$ cat src/rtl/wb_pkg.sv
`default_nettype none
// ============================================================================
// Module      : wb_pkg
// Description : Shared constants, the write-back entry type and the address
//               match helper for the register-file write arbiter.
// Revision    : 1.0 - initial release
// ============================================================================
package wb_pkg;

  localparam int XLEN_DEFAULT = 32;
  localparam int REG_ADDR_W   = 5;

  // x0 is hard-wired to zero; it is never written and never reported as a hazard
  localparam logic [REG_ADDR_W-1:0] REG_ZERO = 5'd0;

  typedef struct packed {
    logic [REG_ADDR_W-1:0]   rd;
    logic [XLEN_DEFAULT-1:0] data;
  } wb_entry_t;

  // True when a pending destination collides with a real (non-x0) read address
  function automatic logic addr_match(input logic [REG_ADDR_W-1:0] rd,
                                      input logic [REG_ADDR_W-1:0] a);
    return (a != REG_ZERO) && (rd == a);
  endfunction

endpackage : wb_pkg
`default_nettype wire

$ cat src/rtl/wb_arbiter_if.sv
`default_nettype none
// ============================================================================
// Module      : wb_arbiter_if
// Description : Bundle of ALU result, load result, hazard-check and regfile
//               write-port signals around the write arbiter. The forwarding
//               outputs exist only when WB_FORWARD_EN is defined.
// Revision    : 1.0 - initial release
// ============================================================================
interface wb_arbiter_if #(
  parameter int XLEN  = 32,
  parameter int DEPTH = 4
) ();
  import wb_pkg::*;

  localparam int c_OCC_W = $clog2(DEPTH + 1);

  logic                  alu_valid;
  logic [REG_ADDR_W-1:0] alu_rd;
  logic [XLEN-1:0]       alu_data;
  logic                  ld_valid;
  logic                  ld_ready;
  logic [REG_ADDR_W-1:0] ld_rd;
  logic [XLEN-1:0]       ld_data;
  logic [REG_ADDR_W-1:0] chk_a1;
  logic [REG_ADDR_W-1:0] chk_a2;
  logic                  chk_hit1;
  logic                  chk_hit2;
  logic                  WE3;
  logic [REG_ADDR_W-1:0] A3;
  logic [XLEN-1:0]       WD3;
  logic [c_OCC_W-1:0]    occupancy;
`ifdef WB_FORWARD_EN
  logic                  fwd_valid1;
  logic                  fwd_valid2;
  logic [XLEN-1:0]       fwd_data1;
  logic [XLEN-1:0]       fwd_data2;

  // Arbiter side
  modport slave (
    input  alu_valid, alu_rd, alu_data, ld_valid, ld_rd, ld_data, chk_a1, chk_a2,
    output ld_ready, chk_hit1, chk_hit2, WE3, A3, WD3, occupancy,
    output fwd_valid1, fwd_valid2, fwd_data1, fwd_data2
  );

  // Pipeline / producer side
  modport master (
    output alu_valid, alu_rd, alu_data, ld_valid, ld_rd, ld_data, chk_a1, chk_a2,
    input  ld_ready, chk_hit1, chk_hit2, WE3, A3, WD3, occupancy,
    input  fwd_valid1, fwd_valid2, fwd_data1, fwd_data2
  );
`else
  // Arbiter side
  modport slave (
    input  alu_valid, alu_rd, alu_data, ld_valid, ld_rd, ld_data, chk_a1, chk_a2,
    output ld_ready, chk_hit1, chk_hit2, WE3, A3, WD3, occupancy
  );

  // Pipeline / producer side
  modport master (
    output alu_valid, alu_rd, alu_data, ld_valid, ld_rd, ld_data, chk_a1, chk_a2,
    input  ld_ready, chk_hit1, chk_hit2, WE3, A3, WD3, occupancy
  );
`endif

endinterface : wb_arbiter_if
`default_nettype wire

$ cat src/rtl/wb_fifo.sv
`default_nettype none
// ============================================================================
// Module      : wb_fifo
// Description : Synchronous {rd, data} FIFO for buffered load results. Exposes
//               its storage and a per-entry valid mask so the owner can build
//               hazard comparators. With WB_FORWARD_EN the read pointer is also
//               exported so the owner can order matches by age.
// Revision    : 1.0 - initial release
// ============================================================================
module wb_fifo
  import wb_pkg::*;
#(
  parameter int DEPTH = 4,
  parameter int XLEN  = 32
) (
  input  wire logic                             clk,
  input  wire logic                             reset,
  input  wire logic                             i_push,
  input  wire logic [REG_ADDR_W-1:0]            i_push_rd,
  input  wire logic [XLEN-1:0]                  i_push_data,
  input  wire logic                             i_pop,
  output logic                                  o_full,
  output logic                                  o_empty,
  output logic [$clog2(DEPTH+1)-1:0]            o_count,
  output logic [REG_ADDR_W-1:0]                 o_head_rd,
  output logic [XLEN-1:0]                       o_head_data,
  output logic [REG_ADDR_W-1:0]                 o_ent_rd   [DEPTH],
  output logic [XLEN-1:0]                       o_ent_data [DEPTH],
  output logic [DEPTH-1:0]                      o_valid
`ifdef WB_FORWARD_EN
  ,
  output logic [$clog2(DEPTH)-1:0]              o_rd_ptr
`endif
);

  localparam int c_PTR_W = $clog2(DEPTH);
  localparam int c_CNT_W = $clog2(DEPTH + 1);

  logic [REG_ADDR_W-1:0] r_rd   [DEPTH];
  logic [XLEN-1:0]       r_data [DEPTH];
  logic [c_PTR_W-1:0]    r_rd_ptr;
  logic [c_PTR_W-1:0]    r_wr_ptr;
  logic [c_CNT_W-1:0]    r_count;

  logic w_push;
  logic w_pop;

  // Guard against overflow/underflow regardless of what the owner requests
  assign w_push = i_push & ~o_full;
  assign w_pop  = i_pop  & ~o_empty;

  // Entry storage; contents are qualified by the valid mask so no reset is needed
  always_ff @(posedge clk) begin
    if (w_push) begin
      r_rd[r_wr_ptr]   <= i_push_rd;
      r_data[r_wr_ptr] <= i_push_data;
    end
  end

  // Pointers wrap naturally because DEPTH is a power of two
  always_ff @(posedge clk) begin
    if (reset) begin
      r_rd_ptr <= '0;
      r_wr_ptr <= '0;
      r_count  <= '0;
    end else begin
      if (w_push) r_wr_ptr <= r_wr_ptr + 1'b1;
      if (w_pop)  r_rd_ptr <= r_rd_ptr + 1'b1;
      case ({w_push, w_pop})
        2'b10:   r_count <= r_count + 1'b1;
        2'b01:   r_count <= r_count - 1'b1;
        default: r_count <= r_count;
      endcase
    end
  end

  assign o_full      = (r_count == c_CNT_W'(DEPTH));
  assign o_empty     = (r_count == '0);
  assign o_count     = r_count;
  assign o_head_rd   = r_rd[r_rd_ptr];
  assign o_head_data = r_data[r_rd_ptr];
  assign o_ent_rd    = r_rd;
  assign o_ent_data  = r_data;
`ifdef WB_FORWARD_EN
  assign o_rd_ptr    = r_rd_ptr;
`endif

  // An entry is live when its distance from the read pointer is below the count
  for (genvar i = 0; i < DEPTH; i++) begin : g_valid
    logic [c_PTR_W-1:0] w_age;
    assign w_age      = c_PTR_W'(i) - r_rd_ptr;
    assign o_valid[i] = (c_CNT_W'(w_age) < r_count);
  end

endmodule : wb_fifo
`default_nettype wire

$ cat src/rtl/wb_arbiter.sv
`default_nettype none
// ============================================================================
// Module      : wb_arbiter
// Description : Regfile write-port arbiter. ALU results win the port, buffered
//               loads drain oldest first, and a load arriving to an empty
//               buffer is written with zero latency. Reports pending-load
//               hazards on the two read addresses. Optional feature macro:
//               WB_FORWARD_EN adds per-read-port forwarding outputs.
// Revision    : 1.0 - initial release
// ============================================================================
module wb_arbiter
  import wb_pkg::*;
#(
  parameter int DEPTH = 4,
  parameter int XLEN  = XLEN_DEFAULT
) (
  input  wire logic   clk,
  input  wire logic   reset,
  wb_arbiter_if.slave bus
);

  localparam int c_PTR_W = $clog2(DEPTH);
  localparam int c_CNT_W = $clog2(DEPTH + 1);

  logic                  w_full;
  logic                  w_empty;
  logic [c_CNT_W-1:0]    w_count;
  logic [REG_ADDR_W-1:0] w_head_rd;
  logic [XLEN-1:0]       w_head_data;
  logic [REG_ADDR_W-1:0] w_ent_rd   [DEPTH];
  logic [XLEN-1:0]       w_ent_data [DEPTH];
  logic [DEPTH-1:0]      w_valid;

  logic                  w_alu_wr;
  logic                  w_ld_ready;
  logic                  w_push;
  logic                  w_pop;
  logic                  w_direct;
  logic                  w_we3;
  logic [REG_ADDR_W-1:0] w_a3;
  logic [XLEN-1:0]       w_wd3;
  logic                  w_hit1;
  logic                  w_hit2;

`ifdef WB_FORWARD_EN
  logic [c_PTR_W-1:0]    w_rd_ptr;
`endif

  wb_fifo #(
    .DEPTH (DEPTH),
    .XLEN  (XLEN)
  ) u_fifo (
    .clk         (clk),
    .reset       (reset),
    .i_push      (w_push),
    .i_push_rd   (bus.ld_rd),
    .i_push_data (bus.ld_data),
    .i_pop       (w_pop),
    .o_full      (w_full),
    .o_empty     (w_empty),
    .o_count     (w_count),
    .o_head_rd   (w_head_rd),
    .o_head_data (w_head_data),
    .o_ent_rd    (w_ent_rd),
    .o_ent_data  (w_ent_data),
    .o_valid     (w_valid)
`ifdef WB_FORWARD_EN
    ,
    .o_rd_ptr    (w_rd_ptr)
`endif
  );

  // Readiness looks at the registered count only: a full buffer refuses even
  // when it is being drained in the same cycle
  assign w_ld_ready = ~w_full & ~reset;
  assign w_alu_wr   = bus.alu_valid & (bus.alu_rd != REG_ZERO);

  // Port owner: ALU, then buffer head, then a load straight through an empty buffer
  always_comb begin
    w_we3    = 1'b0;
    w_a3     = '0;
    w_wd3    = '0;
    w_pop    = 1'b0;
    w_direct = 1'b0;
    if (!reset) begin
      if (w_alu_wr) begin
        w_we3 = 1'b1;
        w_a3  = bus.alu_rd;
        w_wd3 = bus.alu_data;
      end else if (!w_empty) begin
        w_we3 = 1'b1;
        w_a3  = w_head_rd;
        w_wd3 = w_head_data;
        w_pop = 1'b1;
      end else if (bus.ld_valid && (bus.ld_rd != REG_ZERO)) begin
        w_we3    = 1'b1;
        w_a3     = bus.ld_rd;
        w_wd3    = bus.ld_data;
        w_direct = 1'b1;
      end
    end
  end

  // Accepted loads that did not go straight to the port are buffered; x0 loads vanish
  assign w_push = bus.ld_valid & w_ld_ready & ~w_direct & (bus.ld_rd != REG_ZERO);

  // Hazard flags: any live buffered load targeting a read address
  always_comb begin
    w_hit1 = 1'b0;
    w_hit2 = 1'b0;
    for (int i = 0; i < DEPTH; i++) begin
      if (w_valid[i] && addr_match(w_ent_rd[i], bus.chk_a1)) w_hit1 = 1'b1;
      if (w_valid[i] && addr_match(w_ent_rd[i], bus.chk_a2)) w_hit2 = 1'b1;
    end
    if (reset) begin
      w_hit1 = 1'b0;
      w_hit2 = 1'b0;
    end
  end

  assign bus.WE3       = w_we3;
  assign bus.A3        = w_a3;
  assign bus.WD3       = w_wd3;
  assign bus.ld_ready  = w_ld_ready;
  assign bus.chk_hit1  = w_hit1;
  assign bus.chk_hit2  = w_hit2;
  assign bus.occupancy = w_count;

`ifdef WB_FORWARD_EN
  logic [REG_ADDR_W-1:0] w_chk   [2];
  logic                  w_fwd_v [2];
  logic [XLEN-1:0]       w_fwd_d [2];

  assign w_chk[0] = bus.chk_a1;
  assign w_chk[1] = bus.chk_a2;

  for (genvar p = 0; p < 2; p++) begin : g_fwd
    logic [c_PTR_W-1:0] w_idx [DEPTH];

    for (genvar k = 0; k < DEPTH; k++) begin : g_idx
      assign w_idx[k] = w_rd_ptr + c_PTR_W'(k);
    end

    // Walk oldest to youngest so the youngest match wins; the write on the port this cycle overrides
    always_comb begin
      w_fwd_v[p] = 1'b0;
      w_fwd_d[p] = '0;
      for (int k = 0; k < DEPTH; k++) begin
        if ((c_CNT_W'(k) < w_count) && addr_match(w_ent_rd[w_idx[k]], w_chk[p])) begin
          w_fwd_v[p] = 1'b1;
          w_fwd_d[p] = w_ent_data[w_idx[k]];
        end
      end
      if (w_we3 && addr_match(w_a3, w_chk[p])) begin
        w_fwd_v[p] = 1'b1;
        w_fwd_d[p] = w_wd3;
      end
      if (reset) begin
        w_fwd_v[p] = 1'b0;
        w_fwd_d[p] = '0;
      end
    end
  end

  assign bus.fwd_valid1 = w_fwd_v[0];
  assign bus.fwd_valid2 = w_fwd_v[1];
  assign bus.fwd_data1  = w_fwd_d[0];
  assign bus.fwd_data2  = w_fwd_d[1];
`endif

endmodule : wb_arbiter
`default_nettype wire
$ cat src/flat_wrapper.sv
// flat-port wrapper written by rule: the top's interface ports become plain ports
module wb_arbiter_flat import wb_pkg::*;
#(
  parameter int DEPTH = 4,
  parameter int XLEN  = XLEN_DEFAULT
)
  (clk, reset, bus_alu_valid, bus_alu_rd, bus_alu_data, bus_ld_valid, bus_ld_rd, bus_ld_data, bus_chk_a1, bus_chk_a2, bus_ld_ready, bus_chk_hit1, bus_chk_hit2, bus_WE3, bus_A3, bus_WD3, bus_occupancy);
  wb_arbiter_if #(.XLEN(XLEN), .DEPTH(DEPTH)) bus_i ();
  input  wire logic clk;
  input  wire logic reset;
  input wire logic [$bits(bus_i.alu_valid)-1:0] bus_alu_valid;
  input wire logic [$bits(bus_i.alu_rd)-1:0] bus_alu_rd;
  input wire logic [$bits(bus_i.alu_data)-1:0] bus_alu_data;
  input wire logic [$bits(bus_i.ld_valid)-1:0] bus_ld_valid;
  input wire logic [$bits(bus_i.ld_rd)-1:0] bus_ld_rd;
  input wire logic [$bits(bus_i.ld_data)-1:0] bus_ld_data;
  input wire logic [$bits(bus_i.chk_a1)-1:0] bus_chk_a1;
  input wire logic [$bits(bus_i.chk_a2)-1:0] bus_chk_a2;
  output wire logic [$bits(bus_i.ld_ready)-1:0] bus_ld_ready;
  output wire logic [$bits(bus_i.chk_hit1)-1:0] bus_chk_hit1;
  output wire logic [$bits(bus_i.chk_hit2)-1:0] bus_chk_hit2;
  output wire logic [$bits(bus_i.WE3)-1:0] bus_WE3;
  output wire logic [$bits(bus_i.A3)-1:0] bus_A3;
  output wire logic [$bits(bus_i.WD3)-1:0] bus_WD3;
  output wire logic [$bits(bus_i.occupancy)-1:0] bus_occupancy;
  assign bus_i.alu_valid = bus_alu_valid;
  assign bus_i.alu_rd = bus_alu_rd;
  assign bus_i.alu_data = bus_alu_data;
  assign bus_i.ld_valid = bus_ld_valid;
  assign bus_i.ld_rd = bus_ld_rd;
  assign bus_i.ld_data = bus_ld_data;
  assign bus_i.chk_a1 = bus_chk_a1;
  assign bus_i.chk_a2 = bus_chk_a2;
  assign bus_ld_ready = bus_i.ld_ready;
  assign bus_chk_hit1 = bus_i.chk_hit1;
  assign bus_chk_hit2 = bus_i.chk_hit2;
  assign bus_WE3 = bus_i.WE3;
  assign bus_A3 = bus_i.A3;
  assign bus_WD3 = bus_i.WD3;
  assign bus_occupancy = bus_i.occupancy;
  wb_arbiter #(.DEPTH(DEPTH), .XLEN(XLEN)) u_core (.clk(clk), .reset(reset), .bus(bus_i));
endmodule
$ cat config.mk
export PLATFORM = sky130hd
export DESIGN_NAME = wb_arbiter_flat
export DESIGN_NICKNAME = d
export VERILOG_FILES = /design/src/rtl/wb_pkg.sv /design/src/rtl/wb_arbiter_if.sv /design/src/rtl/wb_fifo.sv /design/src/rtl/wb_arbiter.sv /design/src/flat_wrapper.sv
export SDC_FILE = /design/constraint.sdc
export NUM_CORES = 1
export LEC_CHECK = 0
export CORE_ASPECT_RATIO = 0.5
export CORE_MARGIN = 2
export CORE_UTILIZATION = 50
export DETAILED_ROUTE_END_ITERATION = 8
export PLACE_DENSITY = 0.77
export SLEW_MARGIN = 20
export SYNTH_ARGS = -nofsm -noshare
export SYNTH_HDL_FRONTEND = slang
export SYNTH_SLANG_ARGS = --single-unit
export TNS_END_PERCENT = 10
$ cat constraint.sdc
create_clock -name clk -period 4.7 [get_ports clk]
set_input_delay 0.94 -clock clk [delete_from_list [all_inputs] [get_ports clk]]
set_output_delay 0.94 -clock clk [all_outputs]
set_load 0.01 [all_outputs]
Word level (Yosys, flattened, before mapping)
Index checks and enable logic that the tools add are counted.

Flip-flop bits (word level): 155. Input bits: 88. Output and inout port bits: 44. Word-level logic and storage cells: 115.

Add/subtract/negate cells: 8. Magnitude comparators: 7. Equality and inequality tests: 11. Muxes and demuxes: 41. Bitwise gates (word level): 13. Reductions and logical operators: 24.

Operator list (number): $mux 32 (7); $bwmux 128 (1); $bmux 32 s2 (1); $demux 32 s2 (1); $eq 5x5->1 (8); $mux 5 (7); $bwmux 20 (1); $mux 1 (20); $reduce_bool 5->1 (4); $logic_and 1x1->1 (18); $lt 2x3->1 (4); $bmux 5 s2 (1); $demux 5 s2 (1); $and 1x1->1 (7); $ge 3x3->1 const B (2); $not 2->3 (2); $pmux 3 s2 (1); $add 2x1->2 const B (2); $not 1->1 (4); $sub 1x2->2 const A (2); $sub 2x2->2 const A (2); $add 3x1->3 const B (1); $eq 3x3->1 const B (1); $logic_not 3->1 (1); other kinds (5) (5).

Longest topological paths before layout
Word-level depth: 12. Gate-level depth with buffers: 10. Gate-level depth less buffers: 10.

Cells and area by module
Synthesis repeated with hierarchy kept, for this count alone.

Cell total of the unflattened synthesis: 481. Area total of the unflattened synthesis: 7647.3 um^2.

Modules (own cells, without submodules): wb_fifo (times used 1, cells an instance 262, area each 6035.8 um^2, sequential area each 4584.4 um^2); wb_arbiter (times used 1, cells an instance 219, area each 1611.5 um^2, sequential area each 0.0 um^2).

Least setup slack after synthesis
OpenSTA, ideal clock, no wires.

Path kind: input to output. Start point: in bus_alu_rd[0]. End point: out bus_A3[2]. Data arrival time: 2300 ps. Data required time: 3760 ps. Setup slack: 1460 ps. Cell stages on the path: 5. Path buffers: 1. Path through: or4_4 o21ai_4 buf_6 nor2_1 a311oi_1.

Cells in the longest elaborated chain, start to end: 4.

Ends and longest elaborated chain: start: declaration (line flat_wrapper.sv:12) `input wire logic [$bits(bus_i.alu_rd)-1:0] bus_alu_rd;`; $reduce_bool 5->1 (line wb_arbiter.sv:76) `assign w_alu_wr = bus.alu_valid & (bus.alu_rd != REG_ZERO);`; $and 1x1->1 (line wb_arbiter.sv:76); $mux 5 (line wb_arbiter.sv:86) `if (w_alu_wr) begin`; $mux 5 (line wb_arbiter.sv:85) `if (!reset) begin`; end: declaration (line flat_wrapper.sv:23) `output wire logic [$bits(bus_i.A3)-1:0] bus_A3;`.

Every way passes these cells.

Final worst setup path
Start point: in bus_ld_rd[1]. End point: out bus_WD3[5].

Cells in the longest elaborated chain, start to end: 6.

Ends and longest elaborated chain: start: declaration (line flat_wrapper.sv:15) `input wire logic [$bits(bus_i.ld_rd)-1:0] bus_ld_rd;`; $reduce_bool 5->1 (line wb_arbiter.sv:95) `end else if (bus.ld_valid && (bus.ld_rd != REG_ZERO)) begin`; $logic_and 1x1->1 (line wb_arbiter.sv:95); $mux 32 (line wb_arbiter.sv:95); $mux 32 (line wb_arbiter.sv:90) `end else if (!w_empty) begin`; $mux 32 (line wb_arbiter.sv:86); $mux 32 (line wb_arbiter.sv:85); end: declaration (line flat_wrapper.sv:24) `output wire logic [$bits(bus_i.WD3)-1:0] bus_WD3;`.

Every way passes these cells.

==> impl_metrics.yaml <==
global_routing:
  gr-total-overflow: 0
  antenna_found_initial: 0
  track_usage_pct: 21.9
  grt_pass1_wl_um: 25400
  grt_max_degree: 38
  grt_pass1_vias: 4636
drt:
  route.vias.total: 4747
  drc: 0
  routed_wl_um: 16700
  drt_iter0_drc: 314
  avgRoutedWirePerCell_um: 20.7
  antenna_left: 0
  via_per_inst: 5.88
  drt_pass1_iterations: 5
synthesis:
  ys_async_sr_fraction_pct: 0
  synthSimpleGateAreaFrac_pct: 8.14
  synthTopCellsByArea: "edfxtp_1 (61%), mux4_2 (11%), a221oi_1 (3.4%)"
  synth_flop_cell: "edfxtp_1"
  synthMuxAreaShare_pct: 11.4
  ys_seq_area_share_pct: 62.8
  synth.net_count: 572
  synth.cell_area_mm2: 0.00730
  ys_warn_count: 0
  synth_top_family_by_area: "multiplexers"
  yosysTopAreaCell: "edfxtp_1"
  synth_compound_area_share_pct: 7.45
  synth_cell_type_count: 43
  ys_ff_latch: 155
  synthXorXnorAreaFrac_pct: 5.40
  avgSynthCellArea_um2: 15.4
  synth_edf_count: 148
  yosysTopAreaCellShare_pct: 60.9
  syn_inst: 474
  synthAdderAreaFrac_pct: 1.82
clock_tree:
  cts_inserted_buffers: 17
  clock-root-buffer: "clkbuf_16"
  clock_latency_ns: 0.42
  cts_max_path_buffers: 2
  cts_hold_buf: 0
  clk_pin_slew_ns: 0.06
  htree_levels: 4
  cts_tree: "built"
  cts_setup_buffers: 0
  cts_sinks: 155
  cts_resized: 0
cells_and_area:
  final_cells: 807
  multi_input_area_mm2: 0.00250
  final_common_cell: "edfxtp_1"
  final_cell_mix: "edfxtp_1 (148), clkdlybuf4s50_1 (130), nor2_1 (46)"
  final_layout_size_suffix_gt1_share_pct: 15.8
  area_growth_syn_to_layout_pct: 28.1
  diodes: 0
  finish.net_count: 695
  n_fill_cell: 999
  utilization_pct: 65.2
  final-seq-area_mm2: 0.00459
critical_path:
  cpPeakStageDelay_ns: 0.59
  cpLargestDelayFamily: "buffers and inverters"
  crit_path_frequent_cell: "clkdlybuf4s50_1"
  r2r_cells: 9
  critPathArrivalTime_ns: 3.51
  cp_slowest_cell: "or4_4"
  r2r_end: "u_core.u_fifo.o_count[2]"
  timing.critical_path.buf_inv: 3
  crit_chain: "clkdlybuf4s50_1, or4_4, o21ai_4, nor2_4, buf_12, a221oi_1, nor3_1, clkdlybuf4s50_1"
  start_kind: "input port"
  cp_max_fo: 32
  crit_required_ns: 3.76
  critPathKind: "input port to primary output"
  worst_setup_path_end_kind: "primary output"
  r2r_slack_ns: 2.01
  r2r_start: "u_core.u_fifo.o_count[0]"
power_and_ir_drop:
  power_switching_mw: 0.805
  switching_share_pct: 23.4
  comb_power_share_pct: 15.0
  p_seq_share_pct: 45.6
  powerDensity_mw_per_mm2: 367
  p_int_mw: 2.63
  clkPwrFrac_pct: 39.4
  peakVddDrop_uv: 256
  p_leak_nw: 2.96
min_path:
  holdPathStages: 2
  whs_endpoint: "u_core.u_fifo.r_wr_ptr[1]"
  hold_class: "register to register"
  hp-start: "u_core.u_fifo.r_wr_ptr[1]"
sta:
  slew_headroom_pct: 44.1
  drv_slew: 0
  grt_setup_unrepaired: "no"
  fin_skew_ns: 0.00881
  finalCritPeriodShare_pct: 94.8
  worst_pin_slew_ns: 0.838
  min_period_ns: 4.45
  fmax_mhz: 225
  setup_violations: 0
  hold_viol: 0
  worst_slack_ns: 0.247
  tns_ns: 0
place:
  gp_congestion: 0.838
  post-place-ws_ns: 0.303
  io_buffers: 131
  post-place-cells: 776
  hpwl_um: 10700
floorplan:
  die-width_um: 175
  die_y_um: 89.5
  ios: 132
  die-area_mm2: 0.0156
  start_util_pct: 50.9
  placementRows: 31
  core_mm2: 0.0144
run_status:
  status: "finished clean"
job:
  maxCapViolations: 0
-- synthesized netlist by cell type (2+ instances only) --
cell and count:
or4_1 2, nor3_1 39, nor2_1 46, xnor2_1 24, a221oi_1 28, nand4_1 3
inv_1 8, nand2_1 7, xor2_1 21, o21ai_4 2, and2_1 4, dfxtp_1 7
or3_1 2, a311oi_1 7, a21oi_1 6, buf_1 3, edfxtp_1 148, mux4_2 37
buf_6 4, or4_4 2, a221oi_2 4, clkbuf_1 21, ha_1 9, buf_2 11
nand3_1 10, o21ai_0 2
-- worst max path at each step --
stage | from | to | slack, ns | cells past startpoint
global route | bus_ld_rd[1] | bus_WD3[5] | 0.13 | 8
finish | bus_ld_rd[1] | bus_WD3[5] | 0.25 | 8
floorplan | bus_alu_rd[0] | bus_A3[2] | 1.46 | 5
CTS | bus_ld_rd[1] | bus_WD3[5] | 0.23 | 8
global placement | bus_ld_rd[1] | bus_WD3[12] | 0.33 | 8
detailed placement | bus_ld_rd[1] | bus_WD3[12] | 0.30 | 8
-- metrics by stage --
step	hold WS, ns	total power [mW]	area [um^2]
6_report	0.573	3.44	9360
5_1_grt	0.618	3.56	9360
4_1_cts	0.580	3.45	9360
3_5_place_dp	0.572	2.11	8780
3_3_place_gp	0.525	2.10	8780
2_1_floorplan	0.508	1.88	7300
-- worst reg2reg max path, delay by kind of cell, from the launching register on --
kind	cells	cell delay (ns)
and+or+nand+nor	2	0.96
DFF	1	0.39
adders and majority gates	2	0.55
buffers and inverters	2	0.16
AOI/OAI and AO/OA	2	0.39
xor gates and xnor gates	1	0.15
-- registers in the layout, indices dropped and copies added (netlist names) --
register	count
u_core.u_fifo.o_count	3
u_core.u_fifo.o_ent_data	128
u_core.u_fifo.r_wr_ptr	2
u_core.u_fifo.o_ent_rd	20
u_core.u_fifo.r_rd_ptr	2
-- cell type report --
cell class	count	share of cell area [%]
sequential	155	49.0
multi-input combinational	272	26.8
timing repair buffer	143	15.1
clock buffer	19	4.63
tap	198	2.65
clock inverter	12	1.59
inverter	8	0.321
-- routing by layer --
metal | track usage, % | share of wire (%)
met4 | 6.44 | 1.3
met2 | 37.3 | 49
met1 | 29.3 | 44
met5 | 0 | 0
met3 | 4.25 | 5.9
-- power groups by stage --
stage               Sequential [mW]  Combinational [mW]  Clock, mW
global placement               1.59               0.505          0
finish                         1.57               0.517       1.35
global route                   1.57               0.555       1.43
floorplan                      1.59               0.288          0
detailed placement             1.60               0.511          0
CTS                            1.57               0.516       1.37
-- cells by family (layout without fill, tap and decap cells) --
group,after synthesis,after routing
flops,155,155
compound gates,59,59
fa+ha+maj,10,10
xor+xnor,45,45
mux,37,37
simple gates,121,121
buf+inv,47,182
No activity file was read; power rests on OpenSTA's default activity.
